**config.mk**
```make
export PLATFORM = sky130hd
export DESIGN_NAME = mem_xfer_sequencer
export DESIGN_NICKNAME = d
export VERILOG_FILES = /design/src/rtl/mem_xfer_sequencer.sv
export SDC_FILE = /design/constraint.sdc
export NUM_CORES = 1
export LEC_CHECK = 0
export ABC_AREA = 1
export CAP_MARGIN = 30
export CELL_PAD_IN_SITES_DETAIL_PLACEMENT = 0
export CELL_PAD_IN_SITES_GLOBAL_PLACEMENT = 1
export CORE_UTILIZATION = 40
export DETAILED_ROUTE_END_ITERATION = 7
export PLACE_DENSITY = 0.83
export SYNTH_ARGS = -nofsm -noshare
export SYNTH_HDL_FRONTEND = slang
export SYNTH_SLANG_ARGS = --single-unit
```
**constraint.sdc**
```tcl
create_clock -name clock -period 3.4 [get_ports clock]
set_input_delay 0.34 -clock clock [delete_from_list [all_inputs] [get_ports clock]]
set_output_delay 0.34 -clock clock [all_outputs]
set_load 0.01 [all_outputs]
```
**src/rtl/mem_xfer_sequencer.sv**
```systemverilog
`timescale 1ns/1ps
// mem_xfer_sequencer
//   Execute-phase control sequencer for ld / ldi / st on the bus-based RISC
//   datapath. Drives the datapath control strobes directly from an FSM,
//   with a start/busy/done handshake and illegal-mode reporting.
//
// Parameters
//   RD_WAIT    cycles mem_read is held in the load read state (1..15)
//   WR_CYCLES  cycles mem_write is held in the store write state (1..15)
//
// Ports
//   clock                 rising-edge system clock
//   clear                 asynchronous active-low reset
//   start, mode[1:0]      request + operation (00 ld, 01 ldi, 10 st, 11 illegal)
//   busy, done, err       handshake / status
//   grb, baout, ryi       rb onto bus, load Y
//   csigno, alu_add, zi   sign-extended C onto bus, ALU add, load Z
//   zlo_out               Zlo onto bus
//   gra, rin, rout        ra select, register write, register read
//   mari, mdri, mdro      MAR load, MDR load, MDR drive
//   mem_read, mem_write   RAM read (also MDR mux select), RAM write
module mem_xfer_sequencer #(
  parameter int RD_WAIT   = 1,
  parameter int WR_CYCLES = 1
) (
  input  logic       clock,
  input  logic       clear,
  input  logic       start,
  input  logic [1:0] mode,
  output logic       busy,
  output logic       done,
  output logic       err,
  output logic       grb,
  output logic       baout,
  output logic       ryi,
  output logic       csigno,
  output logic       alu_add,
  output logic       zi,
  output logic       zlo_out,
  output logic       gra,
  output logic       rin,
  output logic       rout,
  output logic       mari,
  output logic       mdri,
  output logic       mdro,
  output logic       mem_read,
  output logic       mem_write
);

  typedef enum logic [2:0] {
    S_IDLE, S_T0, S_T1, S_T2, S_T3, S_T4, S_DONE
  } state_t;

  typedef struct packed {
    logic busy, done, err;
    logic grb, baout, ryi;
    logic csigno, alu_add, zi;
    logic zlo_out, gra, rin, rout;
    logic mari, mdri, mdro;
    logic mem_read, mem_write;
  } ctl_t;

  localparam logic [1:0] MODE_LD  = 2'b00;
  localparam logic [1:0] MODE_LDI = 2'b01;
  localparam logic [1:0] MODE_ST  = 2'b10;
  localparam logic [1:0] MODE_ILL = 2'b11;

  localparam logic [3:0] RD_LAST = 4'(RD_WAIT - 1);
  localparam logic [3:0] WR_LAST = 4'(WR_CYCLES - 1);

  state_t     r_state;
  logic [1:0] r_mode;
  logic [3:0] r_cnt;
  ctl_t       r_ctl;

  state_t     w_nxt_state;
  logic [1:0] w_nxt_mode;
  logic [3:0] w_nxt_cnt;

  // Moore decode of the strobes for a given (state, mode, counter).
  function automatic ctl_t decode(input state_t s, input logic [1:0] m,
                                  input logic [3:0] c);
    ctl_t o;
    o = '0;
    o.busy = (s != S_IDLE);
    case (s)
      S_T0: begin
        o.grb = 1'b1; o.baout = 1'b1; o.ryi = 1'b1;
      end
      S_T1: begin
        o.csigno = 1'b1; o.alu_add = 1'b1; o.zi = 1'b1;
      end
      S_T2: begin
        o.zlo_out = 1'b1;
        if (m == MODE_LDI) begin
          o.gra = 1'b1; o.rin = 1'b1;
        end else begin
          o.mari = 1'b1;
        end
      end
      S_T3: begin
        if (m == MODE_ST) begin
          o.gra = 1'b1; o.rout = 1'b1; o.mdri = 1'b1;
        end else begin
          // MDR captures the RAM data only in the final read-wait cycle
          o.mem_read = 1'b1;
          o.mdri     = (c == RD_LAST);
        end
      end
      S_T4: begin
        if (m == MODE_ST) begin
          o.mem_write = 1'b1;
        end else begin
          o.mdro = 1'b1; o.gra = 1'b1; o.rin = 1'b1;
        end
      end
      S_DONE: begin
        o.done = 1'b1;
        o.err  = (m == MODE_ILL);
      end
      default: o = '0;
    endcase
    return o;
  endfunction

  always_comb begin
    w_nxt_state = r_state;
    w_nxt_mode  = r_mode;
    w_nxt_cnt   = r_cnt;
    case (r_state)
      S_IDLE: begin
        if (start) begin
          w_nxt_mode  = mode;
          w_nxt_cnt   = 4'd0;
          w_nxt_state = (mode == MODE_ILL) ? S_DONE : S_T0;
        end
      end
      S_T0: w_nxt_state = S_T1;
      S_T1: w_nxt_state = S_T2;
      S_T2: begin
        w_nxt_cnt   = 4'd0;
        w_nxt_state = (r_mode == MODE_LDI) ? S_DONE : S_T3;
      end
      S_T3: begin
        if (r_mode == MODE_ST || r_cnt == RD_LAST) begin
          w_nxt_cnt   = 4'd0;
          w_nxt_state = S_T4;
        end else begin
          w_nxt_cnt = r_cnt + 4'd1;
        end
      end
      S_T4: begin
        if (r_mode != MODE_ST || r_cnt == WR_LAST) begin
          w_nxt_cnt   = 4'd0;
          w_nxt_state = S_DONE;
        end else begin
          w_nxt_cnt = r_cnt + 4'd1;
        end
      end
      S_DONE:  w_nxt_state = S_IDLE;
      default: w_nxt_state = S_IDLE;
    endcase
  end

  // Outputs are registered from the decode of the next state so they line up
  // with the state they describe while staying glitch-free.
  always_ff @(posedge clock or negedge clear) begin
    if (!clear) begin
      r_state <= S_IDLE;
      r_mode  <= MODE_LD;
      r_cnt   <= 4'd0;
      r_ctl   <= '0;
    end else begin
      r_state <= w_nxt_state;
      r_mode  <= w_nxt_mode;
      r_cnt   <= w_nxt_cnt;
      r_ctl   <= decode(w_nxt_state, w_nxt_mode, w_nxt_cnt);
    end
  end

  assign busy      = r_ctl.busy;
  assign done      = r_ctl.done;
  assign err       = r_ctl.err;
  assign grb       = r_ctl.grb;
  assign baout     = r_ctl.baout;
  assign ryi       = r_ctl.ryi;
  assign csigno    = r_ctl.csigno;
  assign alu_add   = r_ctl.alu_add;
  assign zi        = r_ctl.zi;
  assign zlo_out   = r_ctl.zlo_out;
  assign gra       = r_ctl.gra;
  assign rin       = r_ctl.rin;
  assign rout      = r_ctl.rout;
  assign mari      = r_ctl.mari;
  assign mdri      = r_ctl.mdri;
  assign mdro      = r_ctl.mdro;
  assign mem_read  = r_ctl.mem_read;
  assign mem_write = r_ctl.mem_write;

endmodule
```
==> results of run 1 <==
routing by layer:
| metal | share of wire [%] | up-vias | global-route usage (%) |
|---|---|---|---|
| met5 | 0 | - | 0 |
| met4 | 2.1 | 0 | 6.429 |
| met3 | 3.8 | 5 | 3.721 |
| met2 | 47 | 16 | 25.65 |
| met1 | 47 | 402 | 20.64 |
| li1 | - | 453 | - |
kinds of logic (layout without fill, tap and decap cells):
group                      after synthesis  in the layout  synth area share [%]
DFF                                     23             23                 49.95
buffers and inverters                   33             56                 12.05
xor gates and xnor gates                 1              1                0.7602
adders and majority gates                2              2                 2.171
AOI/OAI and AO/OA                        6              6                 3.475
and+or+nand+nor                         70             70                 31.59
power by group through the flow:
stage / registers, mW / clock network [mW] / logic (mW)
3_3_place_gp: 0.415 / 0 / 0.579
3_5_place_dp: 0.416 / 0 / 0.584
4_1_cts: 0.410 / 0.131 / 0.587
2_1_floorplan: 0.434 / 0 / 0.381
5_1_grt: 0.419 / 0.138 / 0.654
6_report: 0.410 / 0.122 / 0.579
registers in the layout, indices dropped and copies added, names as in the netlist:
| signal | cells |
|---|---|
| zlo_out | 1 |
| err | 1 |
| done | 1 |
| alu_add | 1 |
| busy | 1 |
| gra | 1 |
| mdro | 1 |
| r_cnt | 4 |
| mem_write | 1 |
| baout | 1 |
| r_mode | 2 |
| rin | 1 |
| mdri | 1 |
| mari | 1 |
| mem_read | 1 |
| r_state | 3 |
| rout | 1 |
cells in the mapped netlist:
library cell	count	area (um^2)
sky130_fd_sc_hd__a21oi_1	2	10.01
sky130_fd_sc_hd__buf_4	4	30.03
sky130_fd_sc_hd__dfrtp_1	23	575.6
sky130_fd_sc_hd__ha_1	2	25.02
sky130_fd_sc_hd__inv_1	22	82.58
sky130_fd_sc_hd__inv_2	7	26.28
sky130_fd_sc_hd__nand2_1	34	127.6
sky130_fd_sc_hd__nand2_2	9	56.30
sky130_fd_sc_hd__nand2_4	1	11.26
sky130_fd_sc_hd__nand3_1	9	45.04
sky130_fd_sc_hd__nand3_2	2	20.02
sky130_fd_sc_hd__nand4_1	2	12.51
sky130_fd_sc_hd__nor2_1	4	15.01
sky130_fd_sc_hd__nor2_2	3	18.77
sky130_fd_sc_hd__nor2_4	2	22.52
sky130_fd_sc_hd__nor2_8	1	20.02
sky130_fd_sc_hd__nor3_1	3	15.01
sky130_fd_sc_hd__o211ai_1	1	7.510
sky130_fd_sc_hd__o21ai_1	1	5.000
sky130_fd_sc_hd__o21ai_2	2	17.52
sky130_fd_sc_hd__xor2_1	1	8.760
layout make-up:
type	instances	area [um^2]
fill	253	1311
sequential	23	575.6
multi-input combinational	79	437.9
timing repair buffer	23	235.2
inverter	29	108.9
tap	31	38.79
clock buffer	4	26.28
critical path, stage by stage (launching register included):
cell and delay, ns:
sky130_fd_sc_hd__dfrtp_1 0.42, sky130_fd_sc_hd__inv_1 0.08, sky130_fd_sc_hd__ha_1 0.19, sky130_fd_sc_hd__nand3_1 0.16
sky130_fd_sc_hd__nand2_1 0.07, sky130_fd_sc_hd__nand2_1 0.09, sky130_fd_sc_hd__nand2_2 0.08, sky130_fd_sc_hd__nor2_4 0.13
sky130_fd_sc_hd__nand2_2 0.07, sky130_fd_sc_hd__nor2_2 0.11, sky130_fd_sc_hd__nand2_1 0.07, sky130_fd_sc_hd__nor2_2 0.07
path summary, 6_finish.rpt:
path | startpoint | end | slack, ns | cells after the start
setup / recovery | r_cnt[0] | mdri | 1.81 | 11
hold / removal | clear | r_cnt[3] | 0.34 | 1
setup reg to reg | r_cnt[0] | mdri | 1.81 | 11
hold reg to reg | r_cnt[3] | r_cnt[3] | 0.53 | 2
max in group asynchronous | clear | err | 2.59 | 2
min in group clock | r_cnt[3] | r_cnt[3] | 0.53 | 2
per-stage QoR:
| step | setup slack (ns) | hold WS, ns | util [%] | power [mW] |
|---|---|---|---|---|
| floorplan | 2.000 | 0.04441 | - | 0.8145 |
| finish | 1.806 | 0.3428 | 52.04 | 1.111 |
| detailed placement | 1.587 | 0.4999 | 51.08 | 1.000 |
| global route | 1.614 | 0.3695 | 52.04 | 1.211 |
| CTS | 1.794 | 0.3421 | 52.04 | 1.128 |
| global placement | 1.619 | 0.4812 | 50.53 | 0.9935 |
placed cells by master (no fill, tap or decap), drive strengths merged:
master         instances
nand2                 44
buf                    1
nand4                  2
o21ai                  3
clkbuf                 4
clkdlybuf4s50         22
xor2                   1
nand3                 11
ha                     2
dfrtp                 23
nor3                   3
o211ai                 1
nor2                  10
a21oi                  2
inv                   29
==> impl_metrics.sql, run 1 <==
INSERT INTO impl_metrics (metric_group, metric, value, unit) VALUES
('power_and_ir_drop', 'switching_share', '42.24', '%'),
('global_routing', 'gr-usage-all-layers', '15.90', '%'),
('die', 'die_width', '55.68', 'um'),
('place', 'hpwl', '1663', 'um'),
('power_and_ir_drop', 'power_leakage', '0.7728', 'nW'),
('die', 'effective_utilization_at_floorplan', '42.15', '%'),
('place', 'detailed_place.area', '1396', 'um^2'),
('timing', 'final.setup.tns', '0', 'ns'),
('cts', 'clock_path_buffers', '2', ''),
('cells_and_area', 'design.final.nets', '166', ''),
('cts', 'clkLatencyLatePin', '0.31', 'ns'),
('route', 'total_number_of_vias', '876', ''),
('power_and_ir_drop', 'power.net_switching', '0.4692', 'mW'),
('cts', 'cts-buffers-inserted', '3', ''),
('place', 'port_buffers', '22', ''),
('synth', 'synth_area_per_cell', '8.536', 'um^2'),
('timing', 'final-hold-violation-count', '0', ''),
('power_and_ir_drop', 'vdd_drop_max', '0.5278', 'mV'),
('power_and_ir_drop', 'power.clock.fraction', '11.0', '%'),
('cts', 'clock_slew_at_the_register_clock_pins_of_the_worst_setup_and_hold_paths', '0.12', 'ns'),
('cts', 'cts_resized', '0', ''),
('power_and_ir_drop', 'p_comb_share', '52.1', '%'),
('cts', 'postCtsHoldBufs', '0', ''),
('setup_path', 'critical_path_arrival', '1.84', 'ns'),
('power_and_ir_drop', 'cellInternalPower', '0.6414', 'mW'),
('setup_path', 'worst_ep_required_time', '3.64', 'ns'),
('route', 'vias_per_cell', '4.635', ''),
('cts', 'tritoncts', 'built', ''),
('global_routing', 'gr_overflow_total', '0', ''),
('global_routing', 'grt_pass1_wl', '3870', 'um'),
('synth', 'synth-warning-count', '0', ''),
('setup_path', 'crit_type', 'flip-flop to flip-flop', ''),
('place', 'routabilityCongestion', '0.7335', ''),
('die', 'ioPinCount', '23', ''),
('timing', 'post-route-min-period', '1.594', 'ns'),
('timing', 'report.final.slew_viol_count', '0', ''),
('timing', 'max_freq', '0.6272', 'GHz'),
('timing', 'rsz_0062_raised_after_global_routing', 'no', ''),
('setup_path', 'worst-path-max-fanout', '4', ''),
('timing', 'worst_slew_pin_slew', '0.4827', 'ns'),
('timing', 'skew', '0.009867', 'ns'),
('setup_path', 'start_kind', 'flip-flop', ''),
('cts', 'h-tree-depth', '1', ''),
('cells_and_area', 'layout-drive-gt1-share', '19.62', '%'),
('timing', 'timing.final.setup_violations', '0', ''),
('route', 'drtIter0Drc', '16', ''),
('cells_and_area', 'antenna_diode_count', '0', ''),
('die', 'placeableCoreArea', '2734', 'um^2'),
('synth', 'flops_latches_synth', '23', ''),
('route', 'postRouteAntennaNets', '0', ''),
('global_routing', 'pin_count_of_the_biggest_net_entering_global_routing', '16', ''),
('power_and_ir_drop', 'power.share.sequential', '36.9', '%'),
('synth', 'synthDistinctLibCells', '21', ''),
('global_routing', 'antenna_found_initial', '0', ''),
('cells_and_area', 'final_cell_area', '1423', 'um^2'),
('global_routing', 'first_global_vias', '908', ''),
('power_and_ir_drop', 'power.density', '780.7', 'nW/um^2'),
('route', 'post-route-drc-count', '0', ''),
('setup_path', 'crit_path_end_kind', 'flip-flop', ''),
('cts', 'postCtsSetupRepairBufs', '0', ''),
('route', 'drt-total-wl', '2026', 'um'),
('cts', 'clock_sink_count', '23', ''),
('cells_and_area', 'flow.area_growth_from_synthesis', '23.45', '%'),
('job', 'drv.max_cap_violation_count', '0', ''),
('synth', 'post_synth_instance_area', '1152', 'um^2'),
('min_path', 'path_type_of_the_worst_min_delay_path', 'input port to async pin', ''),
('cells_and_area', 'final_cell_count_no_fill', '189', ''),
('route', 'wire_per_inst', '10.72', 'um'),
('synth', 'synth_cells', '135', ''),
('die', 'die_area', '3100', 'um^2'),
('die', 'dieHeight', '55.68', 'um'),
('run_status', 'run_status', 'finished, final reports clean', ''),
('timing', 'worst_slew_margin_rel', '67.72', '%'),
('cts', 'clk_tree_root_cell', 'sky130_fd_sc_hd__clkbuf_4', ''),
('synth', 'synth-seq-area-share', '49.95', '%'),
('route', 'firstDrtPassIters', '4', ''),
('timing', 'finalCritPeriodShare', '46.89', '%'),
('synth', 'synth_nets', '142', ''),
('place', 'post-place-cells', '185', ''),
('die', 'num_rows', '19', '');
(Power assumes the default switching activity.)
==> run 2, diff against run 1 <==
CORE_UTILIZATION = 37   (was 40)
PLACE_DENSITY = 0.77   (was 0.83)
clock period = 1.5 ns   (was 3.4 ns; I/O delays follow)
==> impl_metrics.sql, run 2 (synthesis gave the netlist of run 1 again) <==
INSERT INTO impl_metrics (metric_group, metric, value, unit) VALUES
('run_status', 'run_status', 'finished, violations left', ''),
('run_status', 'violations', 'design-rule violations', ''),
('setup_path', 'start_kind', 'flip-flop', ''),
('setup_path', 'crit_path_end', 'mdri', ''),
('power_and_ir_drop', 'power.clock.fraction', '10.2', '%'),
('timing', 'worst_slew_pin_slew', '0.2921', 'ns'),
('place', 'detailed_place.area', '1434', 'um^2'),
('cells_and_area', 'antenna_diode_count', '0', ''),
('power_and_ir_drop', 'power.total', '2.814', 'mW'),
('cts', 'tritoncts', 'built', ''),
('place', 'port_buffers', '22', ''),
('setup_path', 'r2r_depth', '10', ''),
('route', 'firstDrtPassIters', '8', ''),
('timing', 'finalCritPeriodShare', '99.88', '%'),
('die', 'num_rows', '19', ''),
('cells_and_area', 'final_core_utilization', '55.44', '%'),
('timing', 'worst_slew_margin_rel', '80.53', '%'),
('cells_and_area', 'layout-drive-gt1-share', '32.75', '%'),
('cells_and_area', 'largest_reg_flops', '4', ''),
('setup_path', 'startpoint', 'r_cnt[0]', ''),
('cells_and_area', 'fill_cells', '288', ''),
('cts', 'clock_sink_count', '23', ''),
('setup_path', 'critical_path_arrival', '1.75', 'ns'),
('cells_and_area', 'design.final.nets', '179', ''),
('timing', 'final-hold-violation-count', '0', ''),
('timing', 'report.final.slew_viol_count', '0', ''),
('power_and_ir_drop', 'power.density', '1780', 'nW/um^2'),
('cts', 'cts-buffers-inserted', '3', ''),
('setup_path', 'crit-reg2reg-launch', 'r_cnt[0]', ''),
('route', 'vias_per_cell', '4.703', ''),
('place', 'post-place-cells', '191', ''),
('route', 'post-route-drc-count', '1', ''),
('cells_and_area', 'multiInputGateArea', '488.0', 'um^2'),
('timing', 'holdWs', '0.1749', 'ns'),
('cells_and_area', 'final_cell_area', '1582', 'um^2'),
('cells_and_area', 'final_common_cell', 'sky130_fd_sc_hd__nand2_1', ''),
('global_routing', 'antenna_found_initial', '0', ''),
('die', 'placeableCoreArea', '2853', 'um^2'),
('min_path', 'path_type_of_the_worst_min_delay_path', 'input port to async pin', ''),
('die', 'dieHeight', '57.81', 'um'),
('route', 'postRouteAntennaNets', '0', ''),
('cts', 'clock_slew_at_the_register_clock_pins_of_the_worst_setup_and_hold_paths', '0.12', 'ns'),
('setup_path', 'worst-path-max-fanout', '4', ''),
('cts', 'clk_tree_root_cell', 'sky130_fd_sc_hd__clkbuf_4', ''),
('timing', 'post-route-min-period', '1.498', 'ns'),
('setup_path', 'reg2reg_to', 'mdri', ''),
('route', 'drt-total-wl', '2377', 'um'),
('global_routing', 'pin_count_of_the_biggest_net_entering_global_routing', '24', ''),
('route', 'wire_per_inst', '11.77', 'um'),
('power_and_ir_drop', 'cellInternalPower', '1.622', 'mW'),
('power_and_ir_drop', 'switching_share', '42.38', '%'),
('cells_and_area', 'seq_area', '578.1', 'um^2'),
('die', 'ioPinCount', '23', ''),
('timing', 'timing.final.setup_violations', '0', ''),
('setup_path', 'crit_path_end_kind', 'flip-flop', ''),
('die', 'die_width', '57.81', 'um'),
('setup_path', 'worst_ep_required_time', '1.75', 'ns'),
('cells_and_area', 'flow.area_growth_from_synthesis', '37.24', '%'),
('cells_and_area', 'final_cell_count_no_fill', '202', ''),
('timing', 'rsz_0062_raised_after_global_routing', 'yes', ''),
('setup_path', 'setup_slack_on_the_worst_flop_to_flop_path', '0.002', 'ns'),
('timing', 'max_freq', '0.6675', 'GHz'),
('power_and_ir_drop', 'power.net_switching', '1.193', 'mW'),
('cells_and_area', 'biggestRegsByFlops', 'r_cnt (4), r_state (3), r_mode (2)', ''),
('power_and_ir_drop', 'power_leakage', '0.8446', 'nW'),
('job', 'drv.max_cap_violation_count', '0', ''),
('die', 'effective_utilization_at_floorplan', '40.39', '%'),
('power_and_ir_drop', 'vdd_drop_max', '1.018', 'mV'),
('place', 'hpwl', '1816', 'um'),
('global_routing', 'grt_pass1_wl', '3850', 'um'),
('die', 'die_area', '3341', 'um^2'),
('cells_and_area', 'max_flop_register', 'r_cnt', ''),
('route', 'drtIter0Drc', '20', ''),
('power_and_ir_drop', 'power.share.sequential', '33.0', '%'),
('power_and_ir_drop', 'p_comb_share', '56.8', '%'),
('global_routing', 'first_global_vias', '908', ''),
('place', 'routabilityCongestion', '0.8370', ''),
('timing', 'skew', '0.0008459', 'ns'),
('cts', 'h-tree-depth', '1', ''),
('cells_and_area', 'layout.cells.most_common_list', 'sky130_fd_sc_hd__nand2_1, sky130_fd_sc_hd__clkdlybuf4s50_1, sky130_fd_sc_hd__inv_1, sky130_fd_sc_hd__dfrtp_1, sky130_fd_sc_hd__buf_4', ''),
('cts', 'clock_path_buffers', '2', ''),
('cts', 'clkLatencyLatePin', '0.31', 'ns'),
('global_routing', 'gr_overflow_total', '0', ''),
('global_routing', 'gr-usage-all-layers', '15.42', '%'),
('route', 'total_number_of_vias', '950', ''),
('setup_path', 'crit_type', 'flip-flop to flip-flop', '');
-- run 2: cell count changes in the layout (fill, tap and decap cells not counted), moves of 2 or more --
cell / delta
sky130_fd_sc_hd__buf_4: +13
sky130_fd_sc_hd__nand2_1: -4
sky130_fd_sc_hd__nand2_2: +3
sky130_fd_sc_hd__dfrtp_1: -2
sky130_fd_sc_hd__dfrtp_2: +2
sky130_fd_sc_hd__nand3_4: +2
-- run 2: stage by stage --
stage               setup WS [ns]  setup TNS, ns
floorplan                 0.09993              0
global placement         -0.01937       -0.02186
detailed placement       -0.09899        -0.3684
CTS                     -0.007817       -0.01934
global route              -0.1081        -0.4468
finish                   0.001781              0
-- run 2: layer usage --
metal	track usage, %	wire length, um
met1	19.36	965
met2	25.62	1246
met3	4.911	113
met4	4.422	51
met5	0	0
-- run 2: worst max-delay path, cell delays in order (launching register included) --
cell and delay (ns):
sky130_fd_sc_hd__dfrtp_1 0.40, sky130_fd_sc_hd__inv_1 0.08, sky130_fd_sc_hd__ha_2 0.20, sky130_fd_sc_hd__nand3_4 0.10
sky130_fd_sc_hd__nand3_4 0.12, sky130_fd_sc_hd__nand2_4 0.07, sky130_fd_sc_hd__nor2_4 0.14, sky130_fd_sc_hd__nand2_2 0.08
sky130_fd_sc_hd__nor2_4 0.08, sky130_fd_sc_hd__nand2_1 0.07, sky130_fd_sc_hd__nor2_2 0.09
-- run 2: worst min path at each step --
stage / start / cells past startpoint / to / slack (ns)
floorplan: clear / 0 / alu_add / -0.15
global placement: r_cnt[3] / 2 / r_cnt[3] / 0.48
detailed placement: r_cnt[3] / 2 / r_cnt[3] / 0.50
CTS: clear / 2 / rout / 0.18
global route: clear / 2 / mem_read / 0.20
finish: clear / 2 / r_cnt[2] / 0.17
-- run 2: timing repair --
| action | CTS | global route |
|---|---|---|
| pin swaps | 1 | 5 |
| gates resized for setup | 4 | 11 |
| setup buffers | 1 | 6 |
| cloned | 0 | 0 |
| endpoints found under the setup margin | 5 | 8 |
| hold buffers | 0 | 0 |
-- run 2: cell type report --
type	count	share of cell area [%]
Sequential cell	23	36.55
Timing Repair Buffer	36	21.36
Clock inverter	1	0.4747
Multi-Input combinational cell	79	30.85
Inverter	29	6.883
Tap cell	31	2.453
Clock buffer	3	1.424
-- run 2: power by group through the flow --
stage / logic, mW / clock network, mW / registers [mW]
after floorplan: 0.863 / 0 / 0.983
after detailed placement: 1.39 / 0 / 0.946
final: 1.60 / 0.287 / 0.930
after CTS: 1.42 / 0.299 / 0.933
after global routing: 1.77 / 0.322 / 0.949
after global placement: 1.35 / 0 / 0.937
==> run 3, diff against run 2 <==
clock period = 1.41 ns   (was 1.5 ns; I/O delays follow)
==> impl_metrics.sql, run 3 (synthesis gave the netlist of run 1 again) <==
INSERT INTO impl_metrics (metric_group, metric, value, unit) VALUES
('power_and_ir_drop', 'power.net_switching', '1.429', 'mW'),
('setup_path', 'reg2reg_to', 'mdri', ''),
('place', 'hpwl', '1776', 'um'),
('run_status', 'run_status', 'finished, violations left', ''),
('cells_and_area', 'final_core_utilization', '60.39', '%'),
('setup_path', 'crit_type', 'flip-flop to flip-flop', ''),
('cells_and_area', 'antenna_diode_count', '0', ''),
('setup_path', 'startpoint', 'r_state[0]', ''),
('timing', 'finalCritPeriodShare', '108.1', '%'),
('setup_path', 'crit_path_max_incr_delay', '0.46', 'ns'),
('place', 'detailed_place.area', '1486', 'um^2'),
('power_and_ir_drop', 'switching_share', '43.60', '%'),
('job', 'drv.max_cap_violation_count', '0', ''),
('setup_path', 'critical_path_arrival', '1.78', 'ns'),
('min_path', 'path_type_of_the_worst_min_delay_path', 'input port to async pin', ''),
('cts', 'clock_slew_at_the_register_clock_pins_of_the_worst_setup_and_hold_paths', '0.12', 'ns'),
('die', 'die_width', '57.81', 'um'),
('run_status', 'violations', 'design-rule violations, negative setup slack', ''),
('power_and_ir_drop', 'power.clock.fraction', '9.1', '%'),
('route', 'total_number_of_vias', '993', ''),
('cells_and_area', 'layout.cells.most_common_list', 'sky130_fd_sc_hd__nand2_1, sky130_fd_sc_hd__dfrtp_1, sky130_fd_sc_hd__clkdlybuf4s50_1, sky130_fd_sc_hd__buf_4, sky130_fd_sc_hd__inv_1', ''),
('cells_and_area', 'biggestRegsByFlops', 'r_cnt (4), r_state (3), r_mode (2)', ''),
('route', 'postRouteAntennaNets', '0', ''),
('power_and_ir_drop', 'power.total', '3.278', 'mW'),
('timing', 'timing.final.setup_violations', '8', ''),
('cts', 'h-tree-depth', '1', ''),
('cts', 'clock_sink_count', '23', ''),
('global_routing', 'pin_count_of_the_biggest_net_entering_global_routing', '24', ''),
('setup_path', 'worst-path-max-fanout', '4', ''),
('power_and_ir_drop', 'p_comb_share', '60.7', '%'),
('setup_path', 'path_cells', 'nor2_4, nand4_1, nand4_1, inv_2, nor2_4, nand2_1, nor2_2', ''),
('cells_and_area', 'flow.area_growth_from_synthesis', '49.51', '%'),
('place', 'port_buffers', '22', ''),
('setup_path', 'worst_path_dominant_cell_family', 'simple AND/OR/NAND/NOR gates', ''),
('timing', 'post-route-min-period', '1.524', 'ns'),
('cts', 'postCtsHoldBufs', '0', ''),
('place', 'routabilityCongestion', '0.8098', ''),
('global_routing', 'groute.layer.met1.usage', '18.84', '%'),
('setup_path', 'setup_slack_on_the_worst_flop_to_flop_path', '-0.11', 'ns'),
('timing', 'rsz_0062_raised_after_global_routing', 'yes', ''),
('cells_and_area', 'design.final.nets', '187', ''),
('die', 'effective_utilization_at_floorplan', '40.39', '%'),
('cells_and_area', 'layout-drive-gt1-share', '44.69', '%'),
('die', 'dieHeight', '57.81', 'um'),
('die', 'ioPinCount', '23', ''),
('cts', 'clkLatencyLatePin', '0.31', 'ns'),
('setup_path', 'critical-path-slowest-cell', 'sky130_fd_sc_hd__dfrtp_2', ''),
('route', 'wire_per_inst', '12.30', 'um'),
('global_routing', 'first_global_vias', '944', ''),
('place', 'post-place-cells', '198', ''),
('timing', 'final-hold-violation-count', '0', ''),
('cts', 'cts-buffers-inserted', '3', ''),
('cts', 'clock_path_buffers', '2', ''),
('die', 'num_rows', '19', ''),
('cells_and_area', 'fill_cells', '255', ''),
('timing', 'report.final.slew_viol_count', '0', ''),
('cts', 'clk_tree_root_cell', 'sky130_fd_sc_hd__clkbuf_4', ''),
('timing', 'skew', '0.004096', 'ns'),
('global_routing', 'gr-usage-all-layers', '15.59', '%'),
('power_and_ir_drop', 'cellInternalPower', '1.849', 'mW'),
('route', 'vias_per_cell', '4.729', ''),
('timing', 'finalWorstSetupSlack', '-0.1136', 'ns'),
('route', 'firstDrtPassIters', '6', ''),
('power_and_ir_drop', 'power.density', '1903', 'nW/um^2'),
('setup_path', 'start_kind', 'flip-flop', ''),
('timing', 'worst_slew_pin_slew', '0.2896', 'ns'),
('cells_and_area', 'final_common_cell', 'sky130_fd_sc_hd__nand2_1', ''),
('timing', 'final.setup.tns', '-0.4349', 'ns'),
('setup_path', 'crit_path_end_kind', 'flip-flop', ''),
('cts', 'tritoncts', 'built', ''),
('cells_and_area', 'final_cell_count_no_fill', '210', ''),
('setup_path', 'worst_ep_required_time', '1.66', 'ns'),
('die', 'die_area', '3341', 'um^2'),
('route', 'drtIter0Drc', '22', ''),
('route', 'drt-total-wl', '2583', 'um'),
('timing', 'max_freq', '0.6563', 'GHz'),
('place', 'dpl_worst_slack', '-0.1924', 'ns'),
('power_and_ir_drop', 'vdd_drop_max', '0.9925', 'mV'),
('global_routing', 'antenna_found_initial', '0', ''),
('global_routing', 'grt_pass1_wl', '4008', 'um'),
('setup_path', 'r2r_depth', '7', ''),
('timing', 'worst_slew_margin_rel', '80.69', '%'),
('die', 'placeableCoreArea', '2853', 'um^2'),
('global_routing', 'busiest_layer', 'met2', ''),
('global_routing', 'grt.met2_usage', '27.09', '%'),
('route', 'post-route-drc-count', '2', ''),
('power_and_ir_drop', 'power_leakage', '0.9426', 'nW'),
('setup_path', 'cp.buffers_inverters', '1', ''),
('cells_and_area', 'final_cell_area', '1723', 'um^2'),
('setup_path', 'crit-reg2reg-launch', 'r_state[0]', ''),
('cells_and_area', 'max_flop_register', 'r_cnt', ''),
('power_and_ir_drop', 'power.share.sequential', '30.2', '%'),
('timing', 'holdWs', '0.1654', 'ns'),
('cells_and_area', 'largest_reg_flops', '4', ''),
('global_routing', 'groute.layer.met3.usage', '3.571', '%'),
('global_routing', 'gr_overflow_total', '0', '');
## run 3: worst max path at each step
| stage | to | slack [ns] | cells past startpoint |
|---|---|---|---|
| 2_1_floorplan | mdri | 0.01 | 11 |
| 3_3_place_gp | gra | -0.14 | 11 |
| 3_5_place_dp | gra | -0.19 | 9 |
| 4_1_cts | mdri | -0.06 | 10 |
| 5_1_grt | mdri | -0.15 | 7 |
| 6_report | mdri | -0.11 | 7 |
## run 3: worst register-to-register path, cell delays in order, from the launching register on
cell and delay, ns:
sky130_fd_sc_hd__dfrtp_2 0.46, sky130_fd_sc_hd__nor2_4 0.18, sky130_fd_sc_hd__nand4_1 0.21, sky130_fd_sc_hd__nand4_1 0.26, sky130_fd_sc_hd__inv_2 0.09, sky130_fd_sc_hd__nor2_4 0.13, sky130_fd_sc_hd__nand2_1 0.07, sky130_fd_sc_hd__nor2_2 0.07
## run 3: repair_timing
| action | in CTS | in global routing |
|---|---|---|
| setup buffers | 2 | 6 |
| hold endpoints to repair | 0 | 0 |
| setup endpoints to repair | 7 | 18 |
| pin swaps | 11 | 9 |
| gates resized for setup | 12 | 31 |
## run 3: layout make-up
cell class | instances | area [um^2] | area share, %
clock inverters | 1 | 5.005 | 0.2905
well taps | 31 | 38.79 | 2.251
inverters | 29 | 108.9 | 6.318
flip-flops and latches | 23 | 579.3 | 33.62
repair buffers | 44 | 404.1 | 23.46
multi-input cells | 79 | 564.3 | 32.75
clock buffers | 3 | 22.52 | 1.307
## run 3: power groups by stage
stage          Combinational [mW]  Clock (mW)  Sequential [mW]
2_1_floorplan               0.918           0             1.05
3_3_place_gp                 1.52           0            0.991
3_5_place_dp                 1.54           0            0.997
4_1_cts                      1.62       0.311            0.989
5_1_grt                      2.17       0.338             1.01
6_report                     1.99       0.299            0.990
## run 3: per-layer routing
| layer | up-vias | wire, um |
|---|---|---|
| li1 | 495 | - |
| met1 | 471 | 1046 |
| met2 | 19 | 1380 |
| met3 | 8 | 95 |
| met4 | 0 | 60 |
| met5 | - | 0 |
